[config.mk]
export PLATFORM = sky130hd
export DESIGN_NAME = mem_access_stage
export DESIGN_NICKNAME = d
export VERILOG_FILES = /design/src/rtl/pipeline_types.sv /design/src/rtl/mem_byte_align.sv /design/src/rtl/mem_access_stage.sv
export SDC_FILE = /design/constraint.sdc
export NUM_CORES = 1
export LEC_CHECK = 0
export ABC_AREA = 1
export ABC_CLOCK_PERIOD_IN_PS = 2800
export BUFFER_PORTS_ARGS = -buffer_cell sky130_fd_sc_hd__buf_2
export CAP_MARGIN = 20
export CORE_MARGIN = 5
export CORE_UTILIZATION = 46
export CTS_BUF_LIST = sky130_fd_sc_hd__clkbuf_4 sky130_fd_sc_hd__clkbuf_8 sky130_fd_sc_hd__clkbuf_16
export DETAILED_ROUTE_END_ITERATION = 16
export PLACE_DENSITY = 0.87
export SETUP_SLACK_MARGIN = 0.1
export SKIP_LAST_GASP = 1
export SYNTH_ARGS = -nofsm -noshare
export SYNTH_HDL_FRONTEND = slang
export SYNTH_SLANG_ARGS = --single-unit
[constraint.sdc]
create_clock -name clk -period 2.8 [get_ports clk]
set_input_delay 0.14 -clock clk [delete_from_list [all_inputs] [get_ports clk]]
set_output_delay 0.14 -clock clk [all_outputs]
set_load 0.02 [all_outputs]
[src/rtl/pipeline_types.sv]
// Shared LC-3b pipeline types: datapath word, opcode encoding, the EX/MEM
// storage bundle and the memory-access stage state encoding.
package pipeline_types;

    typedef logic [15:0] lc3b_word;

    typedef enum logic [3:0] {
        OP_BR   = 4'h0,
        OP_ADD  = 4'h1,
        OP_LDB  = 4'h2,
        OP_STB  = 4'h3,
        OP_JSR  = 4'h4,
        OP_AND  = 4'h5,
        OP_LDR  = 4'h6,
        OP_STR  = 4'h7,
        OP_RTI  = 4'h8,
        OP_NOT  = 4'h9,
        OP_LDI  = 4'hA,
        OP_STI  = 4'hB,
        OP_JMP  = 4'hC,
        OP_SHF  = 4'hD,
        OP_LEA  = 4'hE,
        OP_TRAP = 4'hF
    } lc3b_opcode;

    typedef struct packed {
        logic       valid;
        lc3b_opcode opcode;
        lc3b_word   addr;
        lc3b_word   store_data;
        lc3b_word   alu_out;
    } storage_t;

    typedef enum logic {
        S_FIRST    = 1'b0,
        S_INDIRECT = 1'b1
    } mem_state_t;

    function automatic logic isMemOp(input lc3b_opcode op);
        return (op == OP_LDR) || (op == OP_LDB) || (op == OP_LDI) ||
               (op == OP_STR) || (op == OP_STB) || (op == OP_STI);
    endfunction

    function automatic logic isIndirectOp(input lc3b_opcode op);
        return (op == OP_LDI) || (op == OP_STI);
    endfunction

endpackage

[src/rtl/mem_byte_align.sv]
// Byte-lane steering for stores and byte selection with sign extension for
// LDB loads. Purely combinational; the caller decides when the outputs apply.
module mem_byte_align
    import pipeline_types::*;
(
    input  lc3b_opcode  opcode_i,
    input  logic        addrLsb_i,
    input  lc3b_word    storeData_i,
    input  lc3b_word    readData_i,
    output logic [1:0]  byteEnable_o,
    output lc3b_word    writeData_o,
    output lc3b_word    loadByte_o
);

    logic [7:0] selByte;

    always_comb begin
        byteEnable_o = 2'b11;
        writeData_o  = storeData_i;
        // STB replicates the low byte so either lane carries the right value.
        if (opcode_i == OP_STB) begin
            byteEnable_o = addrLsb_i ? 2'b10 : 2'b01;
            writeData_o  = {storeData_i[7:0], storeData_i[7:0]};
        end
    end

    always_comb begin
        selByte    = addrLsb_i ? readData_i[15:8] : readData_i[7:0];
        loadByte_o = {{8{selByte[7]}}, selByte};
    end

endmodule

[src/rtl/mem_access_stage.sv]
// LC-3b memory-access stage: issues word, byte and two-phase indirect data
// accesses, stalls upstream while waiting, and hands results to MEM/WB.
module mem_access_stage
    import pipeline_types::*;
(
    input  logic        clk,
    input  logic        reset,
    input  storage_t    stage_in,
    output lc3b_word    dmem_address,
    output logic        dmem_read,
    output logic        dmem_write,
    output logic [1:0]  dmem_byte_enable,
    output lc3b_word    dmem_wdata,
    input  lc3b_word    dmem_rdata,
    input  logic        dmem_resp,
    output logic        stall,
    output logic        wb_valid,
    output lc3b_word    wb_data
);

    mem_state_t state_q, state_d;
    lc3b_word   ptr_q, ptr_d;

    logic       memOp;
    logic       indirectOp;
    logic       reqRead;
    logic       reqWrite;
    lc3b_word   reqAddr;
    logic       memBusy;
    logic       complete;
    logic       passThrough;
    logic [1:0] alignBe;
    lc3b_word   alignWd;
    lc3b_word   loadByte;
    lc3b_word   resultData;

    mem_byte_align u_align (
        .opcode_i     (stage_in.opcode),
        .addrLsb_i    (stage_in.addr[0]),
        .storeData_i  (stage_in.store_data),
        .readData_i   (dmem_rdata),
        .byteEnable_o (alignBe),
        .writeData_o  (alignWd),
        .loadByte_o   (loadByte)
    );

    always_comb begin
        memOp      = stage_in.valid && isMemOp(stage_in.opcode);
        indirectOp = stage_in.valid && isIndirectOp(stage_in.opcode);
    end

    // Requests come only from state, stage_in and ptr; dmem_resp merely
    // decides completion and the next state.
    always_comb begin
        state_d     = state_q;
        ptr_d       = ptr_q;
        reqRead     = 1'b0;
        reqWrite    = 1'b0;
        reqAddr     = '0;
        memBusy     = 1'b0;
        complete    = 1'b0;
        passThrough = 1'b0;
        case (state_q)
            S_FIRST: begin
                if (memOp) begin
                    memBusy  = 1'b1;
                    reqAddr  = (stage_in.opcode == OP_LDB || stage_in.opcode == OP_STB)
                               ? stage_in.addr : {stage_in.addr[15:1], 1'b0};
                    reqWrite = (stage_in.opcode == OP_STR) || (stage_in.opcode == OP_STB);
                    reqRead  = !reqWrite;
                    if (dmem_resp) begin
                        if (indirectOp) begin
                            state_d = S_INDIRECT;
                            ptr_d   = dmem_rdata;
                        end else begin
                            complete = 1'b1;
                        end
                    end
                end else if (stage_in.valid) begin
                    passThrough = 1'b1;
                end
            end
            S_INDIRECT: begin
                if (indirectOp) begin
                    memBusy  = 1'b1;
                    reqAddr  = {ptr_q[15:1], 1'b0};
                    reqRead  = (stage_in.opcode == OP_LDI);
                    reqWrite = (stage_in.opcode == OP_STI);
                    if (dmem_resp) begin
                        complete = 1'b1;
                        state_d  = S_FIRST;
                    end
                end else begin
                    state_d = S_FIRST;
                end
            end
            default: state_d = S_FIRST;
        endcase
    end

    always_comb begin
        resultData = stage_in.alu_out;
        if (complete) begin
            case (stage_in.opcode)
                OP_LDR, OP_LDI: resultData = dmem_rdata;
                OP_LDB:         resultData = loadByte;
                default:        resultData = stage_in.alu_out;
            endcase
        end
    end

    // Reset forces every output low immediately, aborting any access.
    always_comb begin
        dmem_address     = '0;
        dmem_read        = 1'b0;
        dmem_write       = 1'b0;
        dmem_byte_enable = 2'b00;
        dmem_wdata       = '0;
        stall            = 1'b0;
        wb_valid         = 1'b0;
        wb_data          = '0;
        if (!reset) begin
            dmem_address     = reqAddr;
            dmem_read        = reqRead;
            dmem_write       = reqWrite;
            dmem_byte_enable = reqWrite ? alignBe : (reqRead ? 2'b11 : 2'b00);
            dmem_wdata       = reqWrite ? alignWd : '0;
            stall            = memBusy && !complete;
            wb_valid         = complete || passThrough;
            wb_data          = (complete || passThrough) ? resultData : '0;
        end
    end

    always_ff @(posedge clk or posedge reset) begin
        if (reset) begin
            state_q <= S_FIRST;
            ptr_q   <= '0;
        end else begin
            state_q <= state_d;
            ptr_q   <= ptr_d;
        end
    end

endmodule

==> run summary, run 1 <==
clock slew seen by the registers of the worst setup and hold paths: 60 ps
FF-to-FF End: ptr_q[9]
RePlAce Congestion: 0.8250
Comb power frac: 0.391
Worst slew margin: 0.5074
simple-gate area share of the yosys netlist: 0.5143
sequential element share of the synthesized area: 0.2083
largest net degree at the start of global routing: 26
Fin Setup TNS: 0 ps
reg2reg setup slack: 1310 ps
Worst-Skew Late Latency: 250 ps
met3 Usage GRT: 0.03204
# nets final: 521
diode count: 0
clock buffer depth: 2
Critical Path Source Type: register
Seq pwr share: 0.392
Die H: 74.64 um
Via density: 5.137
clk root buf: clkbuf_8
non-filler cells, final: 497
hpwl dp: 5184 um
Net Count, Synth: 405
DRT iter0 DRCs: 176
period utilisation layout: 0.8311
Reg area: 400.4 um^2
initial antenna violation count: 0
std cell rows: 23
critical path class: register to output port
synthesized cell area: 1922 um^2
maximum vdd drop: 163.3 uV
final setup vio count: 0
gr usage total: 0.2314
failing checks: hold timing
Yosys top cell area share: 0.2461
Period minus WS final: 2327 ps
Total Die Area: 5570 um^2
Slew @ Worst Pin: 736.1 ps
port bufs: 125
Sw Pwr: 280.7 uW
largest family of logic cells by synthesized area: simple AND/OR/NAND/NOR gates
antenna-violating nets left: 0
post-synthesis mux area share: 0.03516
Post-Place Cells: 494
Internal Power: 495.9 uW
first-pass GRT wire length: 10240 um
hold slack: -0.6030 ps
clk_skew: 3.280 ps
worst reg2reg path depth: 4
CP Max Fanout: 19
1st-pass router iterations: 4
RR Startpoint: state_q
# H-tree levels: 1
Synth Area in Adders: 0
leading cell type in the layout, fill and taps excluded: nand2_1
Sink Count: 16
P&R area growth vs syn: 33.79%
number of global-route vias before repair: 2268
Max-cap violations: 0
top library cells by usage in the layout, fill and taps aside: 126 x nand2_1, 125 x buf_2, 45 x nor2_1, 27 x inv_1, 20 x nand3_1
Sw Ratio: 0.3615
max-slew violations: 0
status: finished, violations left
global route overflow: 0
Clock power frac: 0.217
cell taking the most area after synthesis: nand2_1
Yosys reg bits: 16
Worst Path Required: 2660 ps
Syn Area/Cell: 5.771 um^2
Initial Util: 0.4770
CTS tree: done
CTS resizes: 0
Setup crit end kind: output port
CTS Buf Count: 3
worst min path class: input port to asynchronous set/reset pin
via count: 2553
synth top area cells: nand2_1 25%, dfrtp_1 21%, nor2_1 8.8%
pwr dens: 302.1 nW/um^2
share of cells above drive strength 1: 0.3669
leakage: 1.566 nW
DIE WIDTH: 74.64 um
FILL cells: 402
Post-Route WL: 6541 um
Core ar.: 4029 um^2
met1 Usage GRT: 0.3152
I/O Pins: 126
distinct cell type count after synthesis: 30
fmax: 429.7 MHz
Synth Instances: 333
met2 GRT Util: 0.3883
crit path DAT: 2190 ps
Ys Warns: 0
RSZ-0062 raised after global routing: no
post-DR wirelength/cell: 13.16 um
Synth Area in Compound Gates: 0.1302
xor and xnor area share after synthesis: 0
CTS Hold Buffers Added: 0
DRC: 0
Hold Vio Cnt, Final: 1
Post-CTS Setup Inserts: 0
busiest grt layer: met2
Multi-input gate area: 1306 um^2
[layout make-up]
cell class                      instances  share of cell area
Multi-Input combinational cell        270              0.5080
Timing Repair Buffer                  128              0.2521
Sequential cell                        16              0.1557
Inverter                               30             0.04380
Tap cell                               50             0.02433
Clock buffer                            3             0.01606
[synthesized netlist by cell type, drive strengths merged]
cell,instances
a211oi,1
a21oi,20
a31oi,2
buf,12
clkbuf,5
clkinv,1
dfrtp,16
inv,29
mux2,6
nand2,132
nand3,24
nand4,1
nor2,50
nor3,14
nor3b,1
nor4,1
o211ai,1
o21ai,17
[per-stage QoR]
stage                     worst slack, ps  cell area (um^2)  total power [mW]  utilization
after floorplan                      1098              1922            0.4964            -
after global placement              856.0              2530            0.5980       0.6280
after detailed placement            767.5              2530            0.6093       0.6280
after CTS                           491.4              2571            0.7759       0.6382
after global routing                320.9              2571            0.8286       0.6382
final                               472.8              2571            0.7766       0.6382
[power groups by stage]
stage               sequential (mW)  clock, mW  combinational [mW]
floorplan                     0.300          0               0.196
global placement              0.305          0               0.293
detailed placement            0.308          0               0.302
CTS                           0.304      0.169               0.303
global route                  0.308      0.182               0.338
finish                        0.305      0.168               0.304
[state kept, by name (all words and copies together) (netlist names)]
name	flops
ptr_q	15
state_q	1
[how the worst max path moves through the flow]
| stage | from | to | slack (ps) |
|---|---|---|---|
| after global placement | state_q | wb_data[15] | 860 |
| after global routing | state_q | wb_data[15] | 320 |
| final | state_q | wb_data[1] | 470 |
| after floorplan | state_q | dmem_wdata[14] | 1100 |
| after detailed placement | state_q | wb_data[1] | 770 |
| after CTS | state_q | wb_data[15] | 490 |
[critical path, stage by stage (launching register included)]
cell and delay, ps:
dfrtp_1 370, buf_4 210, nand2_4 120, nand4_4 250
nand2_4 180, nand2_1 360, a21oi_2 240, buf_2 200
[cells by family after synthesis]
kind of cell           after synthesis
muxes                                6
DFF                                 16
and+or+nand+nor                    223
AOI/OAI and AO/OA                   41
buffers and inverters               47
[layer usage]
layer / vias up / wire (um)
li1: 1281 / -
met1: 1174 / 2731
met2: 90 / 3254
met3: 8 / 476
met4: 0 / 78
met5: - / 0
No activity file was read; power rests on OpenSTA's default activity.
==> run 2, diff against run 1 <==
Settings changed: ABC_CLOCK_PERIOD_IN_PS 2800 to 2200, CORE_UTILIZATION 46 to 43, PLACE_DENSITY 0.87 to 0.82.
Clock period 2.8 ns to 2.2 ns, I/O delays scaled along.
==> run summary, run 2 (synthesis results as in run 1) <==
hold slack: 41.83 ps (+42.43 ps)
Max-cap violations: 0 (unchanged)
RR Startpoint: state_q
max-slew violations: 0 (unchanged)
met2 GRT Util: 0.3523 (-0.03600)
port bufs: 125 (unchanged)
final setup margin: 287.5 ps (-185.3 ps)
Initial Util: 0.4414 (-0.03564)
Fin Setup TNS: 0 ps (unchanged)
Die H: 76.86 um (+3.0%)
1st-pass router iterations: 4 (unchanged)
PnR Total Power: 1.039 mW (+34%)
met3 Usage GRT: 0.03630 (+0.004257)
global route overflow: 0 (unchanged)
Comb power frac: 0.377 (-0.014)
Sink Count: 16 (unchanged)
P&R area growth vs syn: 37.24%
DIE WIDTH: 76.86 um (+3.0%)
Setup crit end kind: output port
Via density: 4.960 (-3.4%)
# H-tree levels: 1 (unchanged)
# nets final: 525 (+0.77%)
Finished Cell Area: 2638 um^2 (+2.6%)
clock buffer depth: 2 (unchanged)
initial antenna violation count: 0 (unchanged)
Seq pwr share: 0.373 (-0.019)
maximum vdd drop: 211.4 uV (+29%)
worst reg2reg path depth: 4 (unchanged)
clk root buf: clkbuf_8
Critical Path Source: state_q
RePlAce Congestion: 0.8753 (+6.1%)
Finished Core Util: 0.6057 (-0.03245)
Post-DP Area: 2547 um^2 (+0.69%)
largest registers: ptr_q x15, state_q x1
CTS Buf Count: 3 (unchanged)
Sw Ratio: 0.3509 (-0.01058)
critical path class: register to output port
Hold Vio Cnt, Final: 0 (-1)
CTS tree: done
Core ar.: 4354 um^2 (+8.1%)
clk_skew: 1.381 ps (-1.898 ps)
worst min path class: input port to asynchronous set/reset pin
fmax: 522.9 MHz
crit path DAT: 1800 ps (-390 ps)
Period minus WS final: 1913 ps
via count: 2500 (-2.1%)
number of global-route vias before repair: 2333 (+2.9%)
clock slew seen by the registers of the worst setup and hold paths: 70 ps (about the same)
RSZ-0062 raised after global routing: no
Slew @ Worst Pin: 367.5 ps (-368.6 ps)
Total Die Area: 5907 um^2 (+6.0%)
Critical path destination: wb_data[8]
non-filler cells, final: 504 (+1.4%)
top library cells by usage in the layout, fill and taps aside: 125 x nand2_1, 125 x buf_2, 45 x nor2_1, 27 x inv_1, 20 x nand3_1
largest net degree at the start of global routing: 26 (unchanged)
first-pass GRT wire length: 10400 um (+1.6%)
Clock power frac: 0.249 (+0.032)
Worst-Skew Late Latency: 240 ps (about the same)
period utilisation layout: 0.8693
Worst Path Required: 2090 ps (-570 ps)
CP Max Fanout: 17 (-2)
Sw Pwr: 364.6 uW (+30%)
share of cells above drive strength 1: 0.3783 (+0.01143)
Post-Route WL: 6358 um (-2.8%)
reg2reg setup slack: 560 ps (-750 ps)
FF-to-FF End: ptr_q[9]
diode count: 0 (unchanged)
Post-Place Cells: 498 (+0.81%)
DRT iter0 DRCs: 168 (-4.5%)
status: completed
CTS Hold Buffers Added: 0 (unchanged)
met1 Usage GRT: 0.2654 (-0.04976)
gr usage total: 0.2042 (-0.02715)
pwr dens: 393.9 nW/um^2 (+30%)
Internal Power: 674.4 uW (+36%)
leakage: 1.596 nW (+1.9%)
I/O Pins: 126 (unchanged)
post-DR wirelength/cell: 12.62 um (-4.1%)
Worst slew margin: 0.7547 (+0.2473)
hpwl dp: 5236 um (+1.0%)
most flop-heavy register: ptr_q
antenna-violating nets left: 0 (unchanged)
std cell rows: 24 (+4.3%)
DP Worst Slack: 46.86 ps (-720.7 ps)
busiest grt layer: met2
DRC: 0 (unchanged)
Critical Path Source Type: register
max reg flops: 15 (unchanged)
final setup vio count: 0 (unchanged)
==> run 2: changes by cell type in the layout (fill, tap and decap cells not counted) <==
cell	before	now
buf_4	3	5
dfrtp_1	16	15
buf_12	0	1
clkbuf_8	3	4
buf_6	0	1
nand2_2	4	5
dfrtp_2	0	1
nand2_1	126	125
==> run 2: worst min-delay path by stage <==
stage | endpoint | start | slack (ps) | cells after the start
after floorplan | ptr_q[10] | reset | -7 | 1
after global placement | ptr_q[12] | reset | 300 | 3
after detailed placement | ptr_q[12] | reset | 300 | 3
after CTS | ptr_q[12] | reset | 50 | 3
after global routing | ptr_q[11] | reset | 70 | 3
final | ptr_q[12] | reset | 40 | 3
==> run 2: final cells by class <==
cell class | instances | area (um^2)
clock buffer | 4 | 55.05
fill | 444 | 1717
inverter | 30 | 112.6
multi-input combinational | 270 | 1309
sequential | 16 | 401.6
tap | 52 | 65.06
timing repair buffer | 132 | 694.4
==> run 2: power groups by stage <==
| stage | Sequential (mW) | Combinational, mW | Clock, mW |
|---|---|---|---|
| 2_1_floorplan | 0.382 | 0.250 | 0 |
| 3_3_place_gp | 0.389 | 0.376 | 0 |
| 3_5_place_dp | 0.393 | 0.386 | 0 |
| 4_1_cts | 0.387 | 0.390 | 0.264 |
| 5_1_grt | 0.396 | 0.442 | 0.277 |
| 6_report | 0.388 | 0.392 | 0.259 |
==> run 2: what timing repair did <==
action / CTS / global route
pin swaps: 1 / 1
cloned: 0 / 0
endpoints found under the setup margin: 13 / 18
resized for setup: 1 / 2
buffers inserted: 1 / 1
hold endpoints to repair: 0 / 0
==> run 2: metal layers <==
metal  wire length (um)  vias up
met5                  0        -
met4                 61        0
met3                577        8
met2               3066       94
met1               2653     1107
li1                   -     1291
==> run 2: critical path: stages, from the launching register on <==
cell and delay [ps]:
dfrtp_2 450, inv_1 120, nand3_1 170, nand3_2 120, nor2_4 130, buf_12 150, nand2_1 50, nand2_1 50
nand2_1 50, nor2_1 90, buf_2 170
==> run 3, diff against run 2 <==
Settings changed: ABC_AREA 1 to 0, CORE_UTILIZATION 43 to 41, PLACE_DENSITY 0.82 to 0.81.
==> run summary, run 3 <==
port bufs: 125 (unchanged)
hpwl dp: 4914 um (-6.1%)
Fin Setup TNS: 0 ps (unchanged)
via count: 2144 (-14%)
Crit-path slowest cell: a2111o_2
diode count: 0 (unchanged)
Via density: 5.333 (+7.5%)
max-slew violations: 0 (unchanged)
Worst-Skew Late Latency: 250 ps (about the same)
crit path DAT: 1970 ps (+170 ps)
Net Count, Synth: 299 (-26%)
CP Max Fanout: 7 (-10)
Sw Ratio: 0.3194 (-0.03154)
metal2 WL: 3153 um (+2.8%)
Yosys reg bits: 16 (unchanged)
RSZ-0062 raised after global routing: yes
number of flops mapped to enable cells by yosys: 0 (unchanged)
Hold Vio Cnt, Final: 0 (unchanged)
Internal Power: 682.4 uW (+1.2%)
Core ar.: 4058 um^2 (-6.8%)
Sw Pwr: 320.2 uW (-12%)
antenna-violating nets left: 0 (unchanged)
cell taking the most area after synthesis: dfrtp_1
leading cell type in the layout, fill and taps excluded: buf_2
std cell rows: 23 (-4.2%)
distinct cell type count after synthesis: 43 (+43%)
status: completed
clk root buf: clkbuf_8
pwr dens: 400.4 nW/um^2 (+1.7%)
Buf+Inv Stages, Crit Path: 1 (-2)
PnR Total Power: 1.003 mW (-3.5%)
maximum vdd drop: 268.7 uV (+27%)
max reg flops: 15 (unchanged)
Die H: 75.18 um (-2.2%)
Initial Util: 0.4292 (-0.01215)
post-DR wirelength/cell: 15.14 um (+20%)
Crit path max-delay family: compound AO/OA/AOI/OAI gates
Comb power frac: 0.341 (-0.036)
max incr delay on CP: 520 ps (+70 ps)
RePlAce Congestion: 0.8543 (-2.4%)
sequential element share of the synthesized area: 0.2299 (+0.02155)
Post-Place Cells: 395 (-21%)
leakage: 1.278 nW (-20%)
clock buffer depth: 2 (unchanged)
Syn Area/Cell: 7.673 um^2 (+33%)
largest net degree at the start of global routing: 26 (unchanged)
gr usage total: 0.2079 (+0.003696)
Max-cap violations: 0 (unchanged)
DRT iter0 DRCs: 101 (-40%)
DRC: 0 (unchanged)
final setup vio count: 0 (unchanged)
sequence of cells on the critical path: or2_4, a2111o_2, a21oi_4, a211oi_1, buf_2
met3 wire length: 468 um (-19%)
1st-pass router iterations: 4 (unchanged)
non-filler cells, final: 402 (-20%)
Worst Path Required: 2090 ps (about the same)
initial antenna violation count: 0 (unchanged)
Post-Route WL: 6087 um (-4.3%)
CTS Buf Count: 3 (unchanged)
Slew @ Worst Pin: 473.7 ps (+106.2 ps)
Period minus WS final: 2081 ps (+168.3 ps)
CTS tree: done
Worst slew margin: 0.6828 (-0.07189)
Clock power frac: 0.260 (+0.011)
Synth Flop Type: dfrtp_1
# nets final: 425 (-19%)
FFs w/ async S/R, synth: 1.000 (unchanged)
synthesized cell area: 1742 um^2 (-9.4%)
synth top area cells: dfrtp_1 23%, mux2_2 9.7%, nand2_1 7.5%
number of global-route vias before repair: 2094 (-10%)
fmax: 480.6 MHz (-8.1%)
DIE WIDTH: 75.18 um (-2.2%)
Seq pwr share: 0.399 (+0.026)
Yosys top cell area share: 0.2299 (-0.01621)
period utilisation layout: 0.9458 (+0.07651)
Setup crit end kind: output port
critical path class: register to output port
first-pass GRT wire length: 9266 um (-11%)
clock slew seen by the registers of the worst setup and hold paths: 60 ps (about the same)
worst min path class: input port to register
largest registers: ptr_q x15, state_q x1
most flop-heavy register: ptr_q
clk_skew: 1.432 ps (+0.05015 ps)
P&R area growth vs syn: 43.75%
Critical Path Source Type: register
top library cells by usage in the layout, fill and taps aside: 124 x buf_2, 35 x nand2_1, 32 x nor2_1, 21 x a21oi_1, 16 x dfrtp_1
# H-tree levels: 1 (unchanged)
Ys Warns: 0 (unchanged)
top-count cell post-synth: nand2_1
global route overflow: 0 (unchanged)
Synth Instances: 227 (-32%)
I/O Pins: 126 (unchanged)
Max Used Layer: met4
share of cells above drive strength 1: 0.4858 (+0.1075)
Sink Count: 16 (unchanged)
top cells by instance count after synthesis: 35 x nand2_1, 32 x nor2_1, 21 x a21oi_1
DRT met1 WL: 2363 um (-11%)
Total Die Area: 5651 um^2 (-4.3%)
-- run 3: cell types whose count changed after synthesis, moves of 8 or more --
| cell | change |
|---|---|
| a21oi_1 | +10 |
| a21oi_2 | -9 |
| a22oi_1 | +8 |
| and2_1 | +9 |
| inv_1 | -21 |
| mux2_2 | +10 |
| mux2i_1 | +8 |
| nand2_1 | -91 |
| nand3_1 | -10 |
| nor2_1 | -13 |
| nor3_1 | -12 |
| o21ai_0 | -15 |
-- run 3: logic make-up (layout without fill, tap and decap cells) --
family | count (synthesis) | after routing | synth area share
and+or+nand+nor | 111 | 111 | 0.3183
xor gates and xnor gates | 2 | 2 | 0.01006
muxes | 24 | 24 | 0.1494
AOI/OAI and AO/OA | 54 | 54 | 0.2328
buffers and inverters | 20 | 145 | 0.05962
DFF | 16 | 16 | 0.2299
-- run 3: layout make-up --
type                            count  area (um^2)
Fill cell                         369         1554
Timing Repair Buffer              135        721.9
Sequential cell                    16        400.4
Clock buffer                        4        55.05
Tap cell                           50        62.56
Inverter                            6        22.52
Multi-Input combinational cell    191         1241
-- run 3: repair_timing --
item                                    4_1_cts  5_1_grt
setup buffers                                 1        1
hold buffers                                  1        0
gates cloned                                  0        0
hold endpoints to repair                      1        0
gates resized for setup                       0        9
endpoints found under the setup margin        8       32
pin swaps                                     2        2
-- run 3: metal layers --
layer / track usage / up-vias
li1: - / 1061
met1: 0.2596 / 978
met2: 0.3694 / 95
met3: 0.02270 / 10
met4: 0.07379 / 0
met5: 0 / -
-- run 3: metrics by stage --
| stage | worst slack (ps) | hold slack, ps | utilization | area [um^2] |
|---|---|---|---|---|
| 4_1_cts | 110.0 | 120.8 | 0.6096 | 2474 |
| 3_5_place_dp | 320.1 | 17.33 | 0.5917 | 2401 |
| 5_1_grt | 48.05 | 114.9 | 0.6170 | 2504 |
| 6_report | 119.1 | 131.3 | 0.6170 | 2504 |
| 2_1_floorplan | 198.8 | 59.73 | - | 1742 |
| 3_3_place_gp | 387.9 | 9.237 | 0.5917 | 2401 |
-- run 3: power groups by stage --
stage                     Sequential (mW)  Clock [mW]  Combinational, mW
after floorplan                     0.388           0              0.206
final                               0.400       0.261              0.342
after detailed placement            0.405           0              0.337
after global placement              0.400           0              0.326
after global routing                0.407       0.279              0.375
after CTS                           0.400       0.266              0.341
-- run 3: worst paths after layout --
kind                          startpoint    endpoint  slack (ps)  cells after the start
setup / recovery                 state_q  wb_data[9]         120                      5
hold / removal             dmem_rdata[1]    ptr_q[1]         130                      2
setup reg to reg                 state_q    ptr_q[5]         680                      4
hold reg to reg                 ptr_q[4]    ptr_q[4]         510                      1
max in group asynchronous          reset    ptr_q[1]        1400                      4
min in group asynchronous          reset     state_q         330                      3
-- run 3: worst reg2reg max path: cells and delay by family, from the launching register on --
kind	cells	cell delay, ps
buf+inv	2	440
flops	1	420
mux	1	370
simple gates	1	180
